## config.mk

```make
export PLATFORM = sky130hd
export DESIGN_NAME = video_dsm_dac
export DESIGN_NICKNAME = d
export VERILOG_FILES = /design/src/rtl/video_dsm_dac.sv
export SDC_FILE = /design/constraint.sdc
export NUM_CORES = 1
export LEC_CHECK = 0
export CAP_MARGIN = 20
export CELL_PAD_IN_SITES_DETAIL_PLACEMENT = 0
export CELL_PAD_IN_SITES_GLOBAL_PLACEMENT = 2
export CORE_MARGIN = 1
export CORE_UTILIZATION = 35
export DETAILED_ROUTE_END_ITERATION = 8
export PLACE_DENSITY_LB_ADDON = 0.1
export SLEW_MARGIN = 10
export SYNTH_ARGS = -nofsm -noshare
export SYNTH_HDL_FRONTEND = slang
export SYNTH_SLANG_ARGS = --single-unit
```

## constraint.sdc

```tcl
create_clock -name CK_i -period 1.8 [get_ports CK_i]
set_clock_uncertainty 0.05 [all_clocks]
set_input_delay 0.54 -clock CK_i [delete_from_list [all_inputs] [get_ports CK_i]]
set_output_delay 0.54 -clock CK_i [all_outputs]
set_load 0.05 [all_outputs]
```

## src/rtl/video_dsm_dac.sv

```systemverilog
// ---------------------------------------------------------------------------
// video_dsm_dac
//
// Multi-channel first-order delta-sigma 1-bit DAC for composite video pins.
// Each channel keeps a (C_W+1)-bit accumulator. Every clock the carry bit
// from the previous sum is dropped and the held sample is added again. The
// carry is the 1-bit output, so a sample D gives exactly D ones in any
// 2^C_W consecutive clocks. A clock-enable divider produces the pixel-rate
// strobe that the video generators use to time their sample loads.
//
// Parameters:
//   C_CH         channel count (1..8)
//   C_W          sample width per channel (1..16)
//   C_DIV        pixel clock-enable divide ratio (2..256)
//   C_ZERO_MUTE  1: a zero sample holds the channel accumulator at zero
//   C_MW         monitor window exponent (window = 2^C_MW clocks)
//
// Ports:
//   CK_i        system clock
//   XARST_i     asynchronous active-low reset
//   SYNC_i      divider phase reset
//   DATs_i      packed samples, channel k at [k*C_W +: C_W]
//   DAT_VLD_i   load strobe for DATs_i
//   CK_EE_o     one-cycle pixel clock-enable pulse
//   DSM_o       1-bit modulator outputs, one per channel
//
// Optional feature, macro VIDEO_DSM_MON_EN (adds a ones-density monitor):
//   MON_SEL_i   channel selected for monitoring
//   MON_CNT_o   ones counted in the last 2^C_MW-clock window
//   MON_VLD_o   one-cycle pulse when MON_CNT_o is updated
// ---------------------------------------------------------------------------
module video_dsm_dac #(
  parameter int C_CH        = 1,
  parameter int C_W         = 5,
  parameter int C_DIV       = 11,
  parameter int C_ZERO_MUTE = 1,
  parameter int C_MW        = 10
) (
  input  logic                                     CK_i,
  input  logic                                     XARST_i,
  input  logic                                     SYNC_i,
  input  logic [C_CH*C_W-1:0]                      DATs_i,
  input  logic                                     DAT_VLD_i,
`ifdef VIDEO_DSM_MON_EN
  input  logic [((C_CH > 1) ? $clog2(C_CH) : 1)-1:0] MON_SEL_i,
  output logic [C_MW:0]                            MON_CNT_o,
  output logic                                     MON_VLD_o,
`endif
  output logic                                     CK_EE_o,
  output logic [C_CH-1:0]                          DSM_o
);

  localparam int DW = $clog2(C_DIV);
  localparam logic [DW-1:0] DIV_LAST = DW'(C_DIV - 1);

  logic [DW-1:0]       div_ctr;
  logic [C_CH*C_W-1:0] dat_q;

  // CK_EE_o is the registered "counter is at zero" flag, so it is high on
  // the first clock after reset and on the clock after any SYNC_i edge.
  always_ff @(posedge CK_i or negedge XARST_i) begin
    if (!XARST_i) begin
      div_ctr <= '0;
      CK_EE_o <= 1'b0;
    end else begin
      CK_EE_o <= (div_ctr == '0);
      if (SYNC_i || (div_ctr == DIV_LAST)) begin
        div_ctr <= '0;
      end else begin
        div_ctr <= div_ctr + DW'(1);
      end
    end
  end

  // The sample register is loaded on the strobe alone. Callers qualify the
  // strobe with CK_EE_o when they want pixel-rate updates.
  always_ff @(posedge CK_i or negedge XARST_i) begin
    if (!XARST_i) begin
      dat_q <= '0;
    end else if (DAT_VLD_i) begin
      dat_q <= DATs_i;
    end
  end

  for (genvar k = 0; k < C_CH; k++) begin : g_ch
    logic [C_W:0]   acc;
    logic [C_W-1:0] dat;

    assign dat = dat_q[k*C_W +: C_W];

    // Dropping the previous carry before adding keeps the residue below
    // 2^C_W, so the sum can never overflow. The residue survives sample
    // changes, which avoids a glitch when the sample changes.
    always_ff @(posedge CK_i or negedge XARST_i) begin
      if (!XARST_i) begin
        acc <= '0;
      end else if ((C_ZERO_MUTE != 0) && (dat == '0)) begin
        acc <= '0;
      end else begin
        acc <= {1'b0, acc[C_W-1:0]} + {1'b0, dat};
      end
    end

    assign DSM_o[k] = acc[C_W];
  end

`ifdef VIDEO_DSM_MON_EN
  localparam int SW = (C_CH > 1) ? $clog2(C_CH) : 1;

  logic [C_MW-1:0] wctr;
  logic [C_MW:0]   ones;
  logic            mon_bit;

  // A selection beyond the channel count reads as a constant zero.
  always_comb begin
    mon_bit = 1'b0;
    for (int k = 0; k < C_CH; k++) begin
      if (MON_SEL_i == SW'(k)) begin
        mon_bit = DSM_o[k];
      end
    end
  end

  // The last clock of each window is counted into the published result
  // rather than into the next window.
  always_ff @(posedge CK_i or negedge XARST_i) begin
    if (!XARST_i) begin
      wctr      <= '0;
      ones      <= '0;
      MON_CNT_o <= '0;
      MON_VLD_o <= 1'b0;
    end else begin
      wctr <= wctr + C_MW'(1);
      if (&wctr) begin
        MON_CNT_o <= ones + (C_MW+1)'(mon_bit);
        ones      <= '0;
        MON_VLD_o <= 1'b1;
      end else begin
        ones      <= ones + (C_MW+1)'(mon_bit);
        MON_VLD_o <= 1'b0;
      end
    end
  end
`endif

endmodule

```

-- After elaboration in Yosys (flattened, before gate mapping)
Cells that the tools add are included.
- output and inout bits: 2
- bits of input ports: 9
- register bits: 16
- eq/ne operators: 1
- $add $sub $neg: 2
- multiplexer cells: 2
- reduce and logical (&&, ||, !) cells: 3
- operator list (operator ; number):
    $add A5 B5 Y6 ; 1
    $mux W6 ; 1
    $logic_not A5 Y1 ; 1
    $add A4 B1 Y4 const B ; 1
    $eq A4 B4 Y1 const B ; 1
    $logic_not A4 Y1 ; 1
    $mux W4 ; 1
    $logic_or A1 B1 Y1 ; 1

-- Logic depth before layout (Yosys ltp)
- depth in word-level cells: 3
- depth in mapped cells: 5
- depth with buffers taken out: 5

-- Least setup slack after synthesis
OpenSTA, ideal clock, no wires.
- kind: flip-flop to flip-flop
- start point: register dat_q[0]
- end point: register g_ch[0].acc[4]
- buffers on the path: 0
- cell stages (with the launch flop): 6
- required time: 1.626 ns
- arrival: 1.441 ns
- library setup time: 0.124 ns
- setup slack: 0.185 ns
- cells stage by stage: dfrtp_1 ha_1 fa_1 a211oi_1 o21ba_2 nor3_1
- longest elaborated chain between the ends: 2
- elaborated cells on any way between the ends: 3
- RTL lines (item ; line ; text):
    from (decl) ; 57 ; logic [C_CH*C_W-1:0] dat_q;
    from (signal assigned) ; 81 ; dat_q <= DATs_i;
    $add A5 B5 Y6 / $logic_not A5 Y1 (equally long branches) ; 100, 97 ;
    $mux W6 * ; 97 ; end else if ((C_ZERO_MUTE != 0) && (dat == '0)) begin
    to (signal assigned) ; 100 ; acc <= {1'b0, acc[C_W-1:0]} + {1'b0, dat};
    to (decl) ; 86 ; logic [C_W:0] acc;
Every way passes the cells marked *; elsewhere a longest branch is shown, timed or not.
A chain may end at the register's enable or synchronous reset.

-- Worst setup path after layout
Same ends and word-level chain as after synthesis.

==> flow_summary.toml <==
[outcome]
status = "complete, no violations"

[placement]
dpl-instance-area_sq_um = 952
buffer_ports.inserted = 10
dp_hpwl_mm = 1.02
gp_congestion = 0.729

[cts]
cells_resized_by_post_cts_repair = 0
tritoncts_num_sinks = 16
hold_bufs_at_cts = 0
cts_inserted_buffers = 3
htree_num_levels = 1
clkTransAtPathRegs_ns = 0.09
cts.root.buffer_cell = "clkbuf_4"
postcts_setup_bufs = 0
tritoncts = "yes"
cts-root-to-sink-buffers = 2
clock_insertion_delay_worst_skew_ns = 0.28

[power]
leakagePower_nw = 0.426
internal_power_uw = 841
netSwitchingFraction = 0.317
power.share.clock = 0.186
switchingPower_uw = 390
power.sequential.fraction = 0.411
power.density_mw_per_mm2 = 1250
share_comb_of_total_power = 0.403
finalPower_mw = 1.23
power.ir.vdd_worst_mv = 0.647

[run]
cap_violations = 0

[worst_hold_path]
holdPathStages = 1
path_type_of_the_worst_min_delay_path = "reg -> reg"

[sta]
max_freq_mhz = 585
final.min_clock_period_ns = 1.71
layout_worst_path_cycle_share = 0.950
worstMarginPinSlew_ns = 0.273
holdWs_ns = 0.460
timing.final.hold_violations = 0
final-max-slew-violation-count = 0
timing.setup.tns_ns = 0
worst_slew_margin_rel = 0.817
report.final.setup_viol = 0
rsz0062_at_grt = "no"

[worst_setup_path]
critical_path.slowest_cell = "dfrtp_1"
crit_type = "reg -> reg"
ff2ff_path_depth = 5
crit_path_end_kind = "register"
path_max_fanout = 3
worstPathCellList = "ha_1, fa_1, a211oi_1, o21ba_2, nor3_1"
worstPathBufferInverterCount = 0
crit_cells = 5
cp_top_family = "adder cells"
crit_arrival_ns = 1.83
startpoint_type = "register"
critPathMaxStageDelay_ns = 0.40
worst_ep_required_time_ns = 1.91

[synthesis]
synth_area_sq_um = 791
synth_warnings = 0
yosysUniqueCellTypes = 24
synthesis.instances = 63
syn-num-nets = 81
synth.yosys.seq_area_share = 0.506
post_synth.cell_area_avg_sq_um = 12.6
postSynthRegisterBits = 16

[grt]
antenna_found_initial = 0
global_route.usage.total = 0.130
maximum_number_of_pins_on_one_net_before_global_route_repair = 17
grt_pass1_wl_mm = 2.35
via_count_of_the_first_global_routing_pass = 526
overflow = 0

[final_layout]
most-common-layout-cells = "16 x dfrtp_1, 8 x ha_1, 8 x clkdlybuf4s50_1"
layout-area-overhead-vs-synth_pct = 25.0
layout-drive-gt1-share = 0.218
layout_commonest_cell = "dfrtp_1"
insertedDiodeCount = 0
finish.instance_area_sq_um = 988
num-nets-final = 97

[floorplan]
core_sq_mm = 0.00204
die_footprint_sq_mm = 0.00245
placementRows = 16
die-width_microns = 49.5
ioPinCount = 11
die-height_microns = 49.5
starting_density = 0.387

[route]
final_antenna_net_count = 0
detail_route.iter0.violations = 4
wl_per_cell_microns = 12.5
drt-total-wl_mm = 1.31
routed_via_count = 507
routed_via_density = 4.83
dr.pass1.iters = 3
drt_drc_violations_left = 0
cells by family after synthesis:
| logic type | synth area share |
|---|---|
| AO/OA/AOI/OAI | 0.0728 |
| XOR/XNOR | 0.0111 |
| adder cells (fa/ha/maj) | 0.152 |
| buffers and inverters | 0.00950 |
| flip-flops | 0.506 |
| multiplexers | 0.0839 |
| AND/OR/NAND/NOR | 0.165 |
synth_stat cells:
cell      instances  share of area
a211o_1           1          0.011
nor2_1            6          0.028
nor2_4            1          0.014
o211ai_1          1         0.0095
o21ba_2           1          0.013
nand3_1           1         0.0063
or4_4             1          0.014
nor3b_1           4          0.038
or3b_2            1          0.011
mux2i_1           1          0.013
xnor2_1           1          0.011
fa_1              1          0.025
inv_1             2         0.0095
dfrtp_1          16           0.51
a31oi_1           1         0.0079
nand2_1           1         0.0047
or2_2             1         0.0079
mux2_2            5          0.071
ha_1              8           0.13
a21oi_1           2          0.013
nor2b_1           2          0.016
a211oi_1          2          0.019
nor3_1            2          0.013
nand4b_1          1          0.011
layer usage:
metal	vias up	part of all wire	GRT usage	wire, microns
li1	259	-	-	-
met1	238	0.51	0.180	669
met2	8	0.43	0.185	560
met3	2	0.048	0.0617	63
met4	0	0.011	0.0286	15
met5	-	0	0	0
per-stage QoR:
stage	setup slack (ns)	util	instances
global placement	0.0979	0.466	101
finish	0.0896	0.484	105
CTS	0.0870	0.484	105
detailed placement	0.111	0.466	101
floorplan	0.185	-	63
global route	0.0115	0.484	105
area by class of cell:
class                   count  area (sq um)
fillers                   213          1050
flip-flops and latches     16           400
multi-input cells          45           383
repair buffers             11           128
clock buffers               4          36.3
well taps                  27          33.8
inverters                   2          7.51
path summary, 6_finish.rpt:
path	slack (ns)	startpoint	end
max	0.09	dat_q[0]	g_ch[0].acc[4]
min	0.46	div_ctr[0]	div_ctr[0]
max reg2reg	0.09	dat_q[0]	g_ch[0].acc[4]
min reg2reg	0.46	div_ctr[0]	div_ctr[0]
max in group asynchronous	1.00	XARST_i	g_ch[0].acc[5]
min in group asynchronous	0.52	XARST_i	div_ctr[3]
sequential cells by signal (all words and copies together) (netlist names):
signal and flops:
CK_EE_o 1, dat_q 5, div_ctr 4, g_ch.acc 6
power groups by stage:
stage,registers [mW],logic (mW),clock network [mW]
after floorplan,0.545,0.310,0
after global placement,0.516,0.504,0
after detailed placement,0.515,0.502,0
after CTS,0.508,0.505,0.246
after global routing,0.519,0.572,0.259
final,0.506,0.496,0.229
Note: power is estimated with default switching activity, not from simulation.
